`config.mk`:
```
export PLATFORM = sky130hd
export DESIGN_NAME = alu_arbiter
export DESIGN_NICKNAME = d
export VERILOG_FILES = /design/src/rtl/alu_arbiter.sv
export SDC_FILE = /design/constraint.sdc
export NUM_CORES = 1
export LEC_CHECK = 0
export ABC_CLOCK_PERIOD_IN_PS = 4200
export CAP_MARGIN = 15
export CORE_ASPECT_RATIO = 1.5
export CORE_MARGIN = 10
export CORE_UTILIZATION = 28
export CTS_BUF_LIST = sky130_fd_sc_hd__clkbuf_4
export DETAILED_ROUTE_END_ITERATION = 10
export HOLD_SLACK_MARGIN = 0.15
export PLACE_DENSITY = 0.59
export SYNTH_ARGS = -nofsm -noshare
export SYNTH_HDL_FRONTEND = slang
export SYNTH_SLANG_ARGS = --single-unit
```
`constraint.sdc`:
```
create_clock -name Clk_i -period 4.2 [get_ports Clk_i]
set_input_delay 0.84 -clock Clk_i [delete_from_list [all_inputs] [get_ports Clk_i]]
set_output_delay 0.84 -clock Clk_i [all_outputs]
set_load 0.05 [all_outputs]
```
`src/rtl/alu_arbiter.sv`:
```
// -----------------------------------------------------------------------------
// alu_arbiter
//   Shares one external combinational ALU between two requesters.
//   One operation is in flight at a time. The arbiter grants a port in IDLE,
//   latches the operands, and spends one cycle in EXEC while the ALU settles.
//   It then captures the ALU result and holds it in RESP until the owning port
//   takes it.
//
//   Build option:
//     ALU_ARB_RR_EN  defined   -> round-robin between the two ports
//                    undefined -> fixed priority, port 0 wins
//
// Ports
//   Clk_i, Reset_i             clock; asynchronous active-high reset
//   ReqN{Valid_i,Ready_o}      request handshake for port N (N=0,1)
//   ReqNCtl_i, ReqNA_i, ReqNB_i
//                              ALU operation code and operands for port N
//   RspNValid_o, RspNReady_i   response handshake for port N
//   RspResult_o, RspZero_o     registered ALU result and Zero flag,
//                              shared by both ports
//   ALUControl_o, ALUA_o, ALUB_o
//                              drive the ALU from the operand registers
//   ALUResult_i, ALUZero_i     outputs returned by the ALU
//   Busy_o                     high whenever the FSM is not IDLE
// -----------------------------------------------------------------------------
module alu_arbiter #(
    parameter int CTL_W = 4
) (
    input  logic             Clk_i,
    input  logic             Reset_i,
    input  logic             Req0Valid_i,
    output logic             Req0Ready_o,
    input  logic [CTL_W-1:0] Req0Ctl_i,
    input  logic [31:0]      Req0A_i,
    input  logic [31:0]      Req0B_i,
    input  logic             Req1Valid_i,
    output logic             Req1Ready_o,
    input  logic [CTL_W-1:0] Req1Ctl_i,
    input  logic [31:0]      Req1A_i,
    input  logic [31:0]      Req1B_i,
    output logic             Rsp0Valid_o,
    input  logic             Rsp0Ready_i,
    output logic             Rsp1Valid_o,
    input  logic             Rsp1Ready_i,
    output logic [31:0]      RspResult_o,
    output logic             RspZero_o,
    output logic [CTL_W-1:0] ALUControl_o,
    output logic [31:0]      ALUA_o,
    output logic [31:0]      ALUB_o,
    input  logic [31:0]      ALUResult_i,
    input  logic             ALUZero_i,
    output logic             Busy_o
);

    typedef enum logic [1:0] {IDLE = 2'd0, EXEC = 2'd1, RESP = 2'd2} state_t;

    state_t             state_q, state_d;
    logic               owner_q;
    logic [CTL_W-1:0]   ctl_q;
    logic [31:0]        a_q, b_q;
    logic [31:0]        result_q;
    logic               zero_q;

    logic               prefer1;
    logic               gnt0, gnt1;
    logic               accept;
    logic               owner_rdy;

`ifdef ALU_ARB_RR_EN
    // Pointer = port that wins when both ports request at the same time.
    logic ptr_q;
    assign prefer1 = ptr_q;

    always_ff @(posedge Clk_i or posedge Reset_i) begin
        if (Reset_i) begin
            ptr_q <= 1'b0;
        end else if (accept) begin
            // Point to the port that was not served.
            ptr_q <= ~gnt1;
        end
    end
`else
    assign prefer1 = 1'b0;
`endif

    // If only one port is valid, it wins regardless of the pointer.
    assign gnt0   = Req0Valid_i && (!Req1Valid_i || !prefer1);
    assign gnt1   = Req1Valid_i && (!Req0Valid_i || prefer1);
    assign accept = (state_q == IDLE) && (Req0Valid_i || Req1Valid_i);

    // Only the owner's Ready can release RESP. Any other Ready is ignored.
    assign owner_rdy = owner_q ? Rsp1Ready_i : Rsp0Ready_i;

    // State register
    always_ff @(posedge Clk_i or posedge Reset_i) begin
        if (Reset_i) begin
            state_q <= IDLE;
        end else begin
            state_q <= state_d;
        end
    end

    // Next-state logic
    always_comb begin
        state_d = state_q;
        case (state_q)
            IDLE:    if (accept)    state_d = EXEC;
            EXEC:                   state_d = RESP;
            RESP:    if (owner_rdy) state_d = IDLE;
            default:                state_d = IDLE;
        endcase
    end

    // Output logic
    always_comb begin
        Req0Ready_o = 1'b0;
        Req1Ready_o = 1'b0;
        Rsp0Valid_o = 1'b0;
        Rsp1Valid_o = 1'b0;
        Busy_o      = 1'b1;
        case (state_q)
            IDLE: begin
                Req0Ready_o = gnt0;
                Req1Ready_o = gnt1;
                Busy_o      = 1'b0;
            end
            RESP: begin
                Rsp0Valid_o = !owner_q;
                Rsp1Valid_o = owner_q;
            end
            default: ;
        endcase
    end

    // Operand and result registers. The control code passes through
    // undecoded. The Zero flag comes from the ALU; it is not computed here.
    always_ff @(posedge Clk_i or posedge Reset_i) begin
        if (Reset_i) begin
            owner_q  <= 1'b0;
            ctl_q    <= '0;
            a_q      <= '0;
            b_q      <= '0;
            result_q <= '0;
            zero_q   <= 1'b0;
        end else begin
            if (accept) begin
                owner_q <= gnt1;
                ctl_q   <= gnt1 ? Req1Ctl_i : Req0Ctl_i;
                a_q     <= gnt1 ? Req1A_i   : Req0A_i;
                b_q     <= gnt1 ? Req1B_i   : Req0B_i;
            end
            if (state_q == EXEC) begin
                result_q <= ALUResult_i;
                zero_q   <= ALUZero_i;
            end
        end
    end

    assign ALUControl_o = ctl_q;
    assign ALUA_o       = a_q;
    assign ALUB_o       = b_q;
    assign RspResult_o  = result_q;
    assign RspZero_o    = zero_q;

endmodule

```
==> results.sh, run 1 <==
export IMPL_outcome="finished clean"
export IMPL_syn_inst=309
export IMPL_ir_drop_uv=652
export IMPL_fmax_mhz=316
export IMPL_routed_wl_um=16200
export IMPL_drc_errors=0
export IMPL_vias=3587
export IMPL_cts_buffers=9
export IMPL_synth_largest_area_cell="dfrtp_1"
export IMPL_required_ns=3.36
export IMPL_worstHoldStart="RspResult_o[27]$_DFFE_PP0N_"
export IMPL_via_per_inst=4.49
export IMPL_max_clock_path_buffers=2
export IMPL_overflow=0
export IMPL_areaGrowthSynthToFinish_pct=64.9
export IMPL_synth_top_area_share_pct=54.4
export IMPL_start_kind="primary input"
export IMPL_cts_resized=0
export IMPL_synth_seq_cells=104
export IMPL_cts_sinks=104
export IMPL_cp_arrival_ns=2.32
export IMPL_worst_slew_pin_transition_ns=1.08
export IMPL_synth_seq_area_share_pct=54.4
export IMPL_synthTopCellsByArea="dfrtp_1, mux2_2, mux2_4, buf_2, buf_6"
export IMPL_grt_max_degree=70
export IMPL_ys_types=14
export IMPL_wl_per_cell_um=20.3
export IMPL_grtUsageTotal_pct=13.8
export IMPL_hold_violations=0
export IMPL_diodes=0
export IMPL_die_y_um=180
export IMPL_grt_pass1_vias=4095
export IMPL_grt_pass1_wl_um=24500
export IMPL_ant_nets=0
export IMPL_insertion_delay_ns=0.48
export IMPL_drive_gt1_share_pct=32.7
export IMPL_yosys_warnings=0
export IMPL_reg2reg_from="state_q[0]$_DFFE_PP0P_"
export IMPL_placement_io_buffers=280
export IMPL_power_w=0.00652
export IMPL_setup_tns_ns=0
export IMPL_clk_pin_slew_ns=0.15
export IMPL_slew_viol_final=0
export IMPL_syn_area_mm2=0.00478
export IMPL_period_needed_ns=3.16
export IMPL_firstDrtPassIters=4
export IMPL_hold_path_class="reg2reg"
export IMPL_rsz0062_at_grt="no"
export IMPL_path_class="in2out"
export IMPL_syn_nets=484
export IMPL_cap_violations=0
export IMPL_drtIter0Drc=105
export IMPL_start_util_pct=28.5
export IMPL_layout_common_cells="clkdlybuf4s50_1, mux2_2, dfrtp_1"
export IMPL_die_width_um=127
export IMPL_setup_viol=0
export IMPL_root_buffer="clkbuf_4"
export IMPL_h_tree_depth=3
export IMPL_post_cts_setup_buffer_count=0
export IMPL_skew_ns=0.0200
export IMPL_gp_congestion=0.783
export IMPL_startpoint="Req0Valid_i"
export IMPL_die_area_mm2=0.0228
export IMPL_cts_tree="done"
export IMPL_crit_path_end_kind="primary output"
export IMPL_io_pins=281
export IMPL_syn_avg_cell_area_um2=15.5
export IMPL_antenna_found_initial=0
export IMPL_core_mm2=0.0168
export IMPL_finalHoldWorstSlack_ns=0.522
export IMPL_p_per_area_mw_per_mm2=827
export IMPL_mostFrequentLayoutCell="clkdlybuf4s50_1"
export IMPL_crit_fanout=3
export IMPL_slew_headroom_pct=27.7
export IMPL_leakage_nw=3.20
export IMPL_final_nets=758
export IMPL_period_share_pct=75.3
export IMPL_rows=58
export IMPL_hpwl_um=12700
export IMPL_cts_hold_buf=0
-- through the flow --
stage          std cells  worst slack, ns  utilization, %  area (um^2)
5_1_grt              798            0.990            47.1         7890
4_1_cts              798             1.03            47.1         7890
3_3_place_gp         782            0.995            46.4         7770
3_5_place_dp         782            0.942            46.4         7770
6_report             798             1.04            47.1         7890
2_1_floorplan        309            0.628               -         4780
-- cell usage after synthesis --
master / number
dfrtp_1: 104
nand2b_1: 3
nor2_1: 5
a21oi_1: 1
and2_1: 1
mux2_4: 18
buf_2: 14
o21ai_0: 1
o21a_1: 1
buf_4: 1
mux2_2: 152
clkbuf_1: 1
inv_1: 3
buf_6: 4
-- logic make-up after synthesis --
group,after synthesis,synth area share [%]
AO/OA/AOI/OAI,3,0.366
flip-flops,104,54.4
buffers and inverters,23,2.88
AND/OR/NAND/NOR,9,0.916
multiplexers,170,41.4
-- layout make-up --
cell class              instances  area [um^2]
clock inverters                 7         47.5
flip-flops and latches        104         2600
well taps                     210          263
inverters                       3         13.8
fillers                      1582         8880
clock buffers                   9         67.6
repair buffers                283         2840
multi-input cells             182         2060
-- worst max-delay path: stages --
cell,delay (ns)
clkdlybuf4s50_1,0.51
and2_1,0.16
clkdlybuf4s50_1,0.81
-- state kept, by name (all words and copies together) (netlist names) --
| name | count |
|---|---|
| ALUA_o | 32 |
| RspZero_o | 1 |
| state_q | 2 |
| ALUControl_o | 4 |
| owner_q | 1 |
| RspResult_o | 32 |
| ALUB_o | 32 |
-- per-layer routing --
layer	up-vias	routed length (um)	global-route usage [%]
li1	1656	-	-
met4	0	133	3.02
met1	1756	5950	13.9
met5	-	0	0
met3	9	1450	5.98
met2	166	8630	25.1
-- power by group --
group	switching [W]	internal (W)
combinational	0.00260	0.00167
sequential	0.000267	0.00152
clock	0.000349	0.000122
total	0.00322	0.00331
-- worst paths after layout --
kind / to / slack (ns) / depth (start not counted)
max in group asynchronous: state_q[1]$_DFFE_PP0P_ / 2.65 / 3
min in group asynchronous: owner_q$_DFFE_PP0P_ / 0.79 / 2
worst max-delay path: Req0Ready_o / 1.04 / 3
worst min-delay path: RspResult_o[27]$_DFFE_PP0N_ / 0.52 / 1
worst min register to register: RspResult_o[27]$_DFFE_PP0N_ / 0.52 / 1
worst max register to register: ALUB_o[21]$_DFFE_PP0P_ / 2.09 / 3
No activity file was read; power rests on OpenSTA's default activity.
==> run 2: changes to the inputs <==
Settings changed: ABC_CLOCK_PERIOD_IN_PS 4200 to 2600, PLACE_DENSITY 0.59 to 0.61.
Clock period 4.2 ns to 2.6 ns, I/O delays scaled along.
==> run 2 against run 1 <==
Effect of this change: non-clock buffer count rose by 4; highest routed layer unchanged; critical path depth did not move; critical endpoint is now Busy_o; sequential cell count did not move; critical path type is now reg2out.
==> results.sh, run 2 (same netlist as run 1, synthesis figures left out) <==
export IMPL_outcome="finished clean"
export IMPL_rsz0062_at_grt="no"
export IMPL_hpwl_um=13000
export IMPL_antenna_found_initial=1
export IMPL_setup_tns_ns=0
export IMPL_grtUsageMet2_pct=26.1
export IMPL_sequentialPowerShare_pct=26.7
export IMPL_drive_gt1_share_pct=33.4
export IMPL_crit_fanout=4
export IMPL_grt_max_degree=53
export IMPL_multi_input_comb_area_mm2=0.00206
export IMPL_leakage_nw=3.28
export IMPL_mostFrequentLayoutCell="clkdlybuf4s50_1"
export IMPL_start_kind="flip-flop"
export IMPL_die_area_mm2=0.0228
export IMPL_io_pins=281
export IMPL_slew_headroom_pct=54.6
export IMPL_post_place_ws_ns=0.330
export IMPL_hold_path_class="reg2reg"
export IMPL_firstDrtPassIters=4
export IMPL_vias=3563
export IMPL_p_sw_w=0.00521
export IMPL_routed_wl_um=15900
export IMPL_overflow=0
export IMPL_cap_violations=0
export IMPL_period_needed_ns=2.28
export IMPL_rows=58
export IMPL_core_mm2=0.0168
export IMPL_fmax_mhz=439
export IMPL_max_clock_path_buffers=2
export IMPL_cts_hold_buf=0
export IMPL_placement_io_buffers=280
export IMPL_wl_per_cell_um=19.8
export IMPL_postPlaceCellArea_mm2=0.00786
export IMPL_grt_pass1_wl_um=24500
export IMPL_cp_arrival_ns=1.76
export IMPL_hold_violations=0
export IMPL_fillers=1522
export IMPL_h_tree_depth=3
export IMPL_switching_share_pct=48.6
export IMPL_crit_path_end_kind="primary output"
export IMPL_grt_pass1_vias=4142
export IMPL_setup_viol=0
export IMPL_busiest_layer="met2"
export IMPL_power_frac_comb_pct=65.1
export IMPL_finalHoldWorstSlack_ns=0.523
export IMPL_regArea_mm2=0.00260
export IMPL_clk_pin_slew_ns=0.16
export IMPL_final_nets=762
export IMPL_postLayoutCellArea_mm2=0.00801
export IMPL_slew_viol_final=0
export IMPL_worst_slew_pin_transition_ns=0.681
export IMPL_period_share_pct=87.6
export IMPL_insertion_delay_ns=0.46
export IMPL_cts_sinks=104
export IMPL_ir_drop_uv=923
export IMPL_required_ns=2.08
export IMPL_worstHoldStart="RspResult_o[3]$_DFFE_PP0N_"
export IMPL_startpoint="state_q[0]$_DFFE_PP0P_"
export IMPL_met3_usage_pct=5.27
export IMPL_met1_usage_pct=12.8
export IMPL_p_clk_share_pct=8.1
export IMPL_die_y_um=180
export IMPL_skew_ns=0.0159
export IMPL_gp_congestion=0.715
export IMPL_start_util_pct=28.5
export IMPL_via_per_inst=4.44
export IMPL_power_internal_w=0.00551
export IMPL_cts_buffers=9
export IMPL_root_buffer="clkbuf_4"
export IMPL_reg2reg_from="state_q[0]$_DFFE_PP0P_"
export IMPL_areaGrowthSynthToFinish_pct=67.5
export IMPL_fin_ws_ns=0.322
export IMPL_cts_tree="done"
export IMPL_die_width_um=127
export IMPL_p_per_area_mw_per_mm2=1340
export IMPL_drtIter0Drc=89
export IMPL_drc_errors=0
export IMPL_grtUsageTotal_pct=13.6
export IMPL_path_class="reg2out"
export IMPL_ant_nets=0
export IMPL_layout_common_cells="clkdlybuf4s50_1, mux2_2, dfrtp_1"
-- run 2: final cells by class --
type | instances | share of cell area (%)
clock inverter | 7 | 0.952
inverter | 3 | 0.187
timing repair buffer | 287 | 36.5
multi-input combinational | 182 | 25.7
tap | 210 | 3.28
clock buffer | 9 | 0.843
sequential | 104 | 32.5
antenna | 1 | 0.0312
-- run 2: worst max-delay path, stage by stage (launching register included) --
cell	delay [ns]
dfrtp_1	0.42
nor2_1	0.33
inv_1	0.11
dlygate4sd2_1	0.45
-- run 2: through the flow --
stage / power [W] / cells / util, %
3_5_place_dp: 0.0100 / 786 / 46.9
4_1_cts: 0.0109 / 802 / 47.8
5_1_grt: 0.0113 / 803 / 47.8
6_report: 0.0107 / 803 / 47.8
2_1_floorplan: 0.00746 / 309 / -
3_3_place_gp: 0.00991 / 786 / 46.9
-- run 2: path summary, 6_finish.rpt --
check / endpoint / slack [ns] / cells after the start
setup reg to reg: ALUA_o[28]$_DFFE_PP0P_ / 0.90 / 4
setup / recovery: Busy_o / 0.32 / 3
hold / removal: RspResult_o[3]$_DFFE_PP0N_ / 0.52 / 1
min in group asynchronous: ALUB_o[12]$_DFFE_PP0P_ / 0.58 / 3
hold reg to reg: RspResult_o[3]$_DFFE_PP0N_ / 0.52 / 1
max in group asynchronous: ALUB_o[3]$_DFFE_PP0P_ / 1.53 / 3
-- run 2: timing repair --
| action | CTS | global route |
|---|---|---|
| resized for setup | 1 | 2 |
| pin swaps | 0 | 0 |
| buffers inserted | 0 | 0 |
| endpoints found under the setup margin | 1 | 2 |
-- run 2: routing by layer --
| metal | part of all wire, % | vias to the layer above |
|---|---|---|
| met3 | 8.5 | 12 |
| met4 | 1.3 | 0 |
| li1 | - | 1652 |
| met5 | 0 | - |
| met1 | 34 | 1743 |
| met2 | 56 | 156 |
-- run 2: power by group through the flow --
| stage | clock [W] | combinational [W] | sequential [W] |
|---|---|---|---|
| after global routing | 0.000992 | 0.00728 | 0.00299 |
| after detailed placement | 0 | 0.00710 | 0.00291 |
| after global placement | 0 | 0.00704 | 0.00287 |
| final | 0.000871 | 0.00699 | 0.00287 |
| after floorplan | 0 | 0.00172 | 0.00574 |
| after CTS | 0.000925 | 0.00711 | 0.00288 |
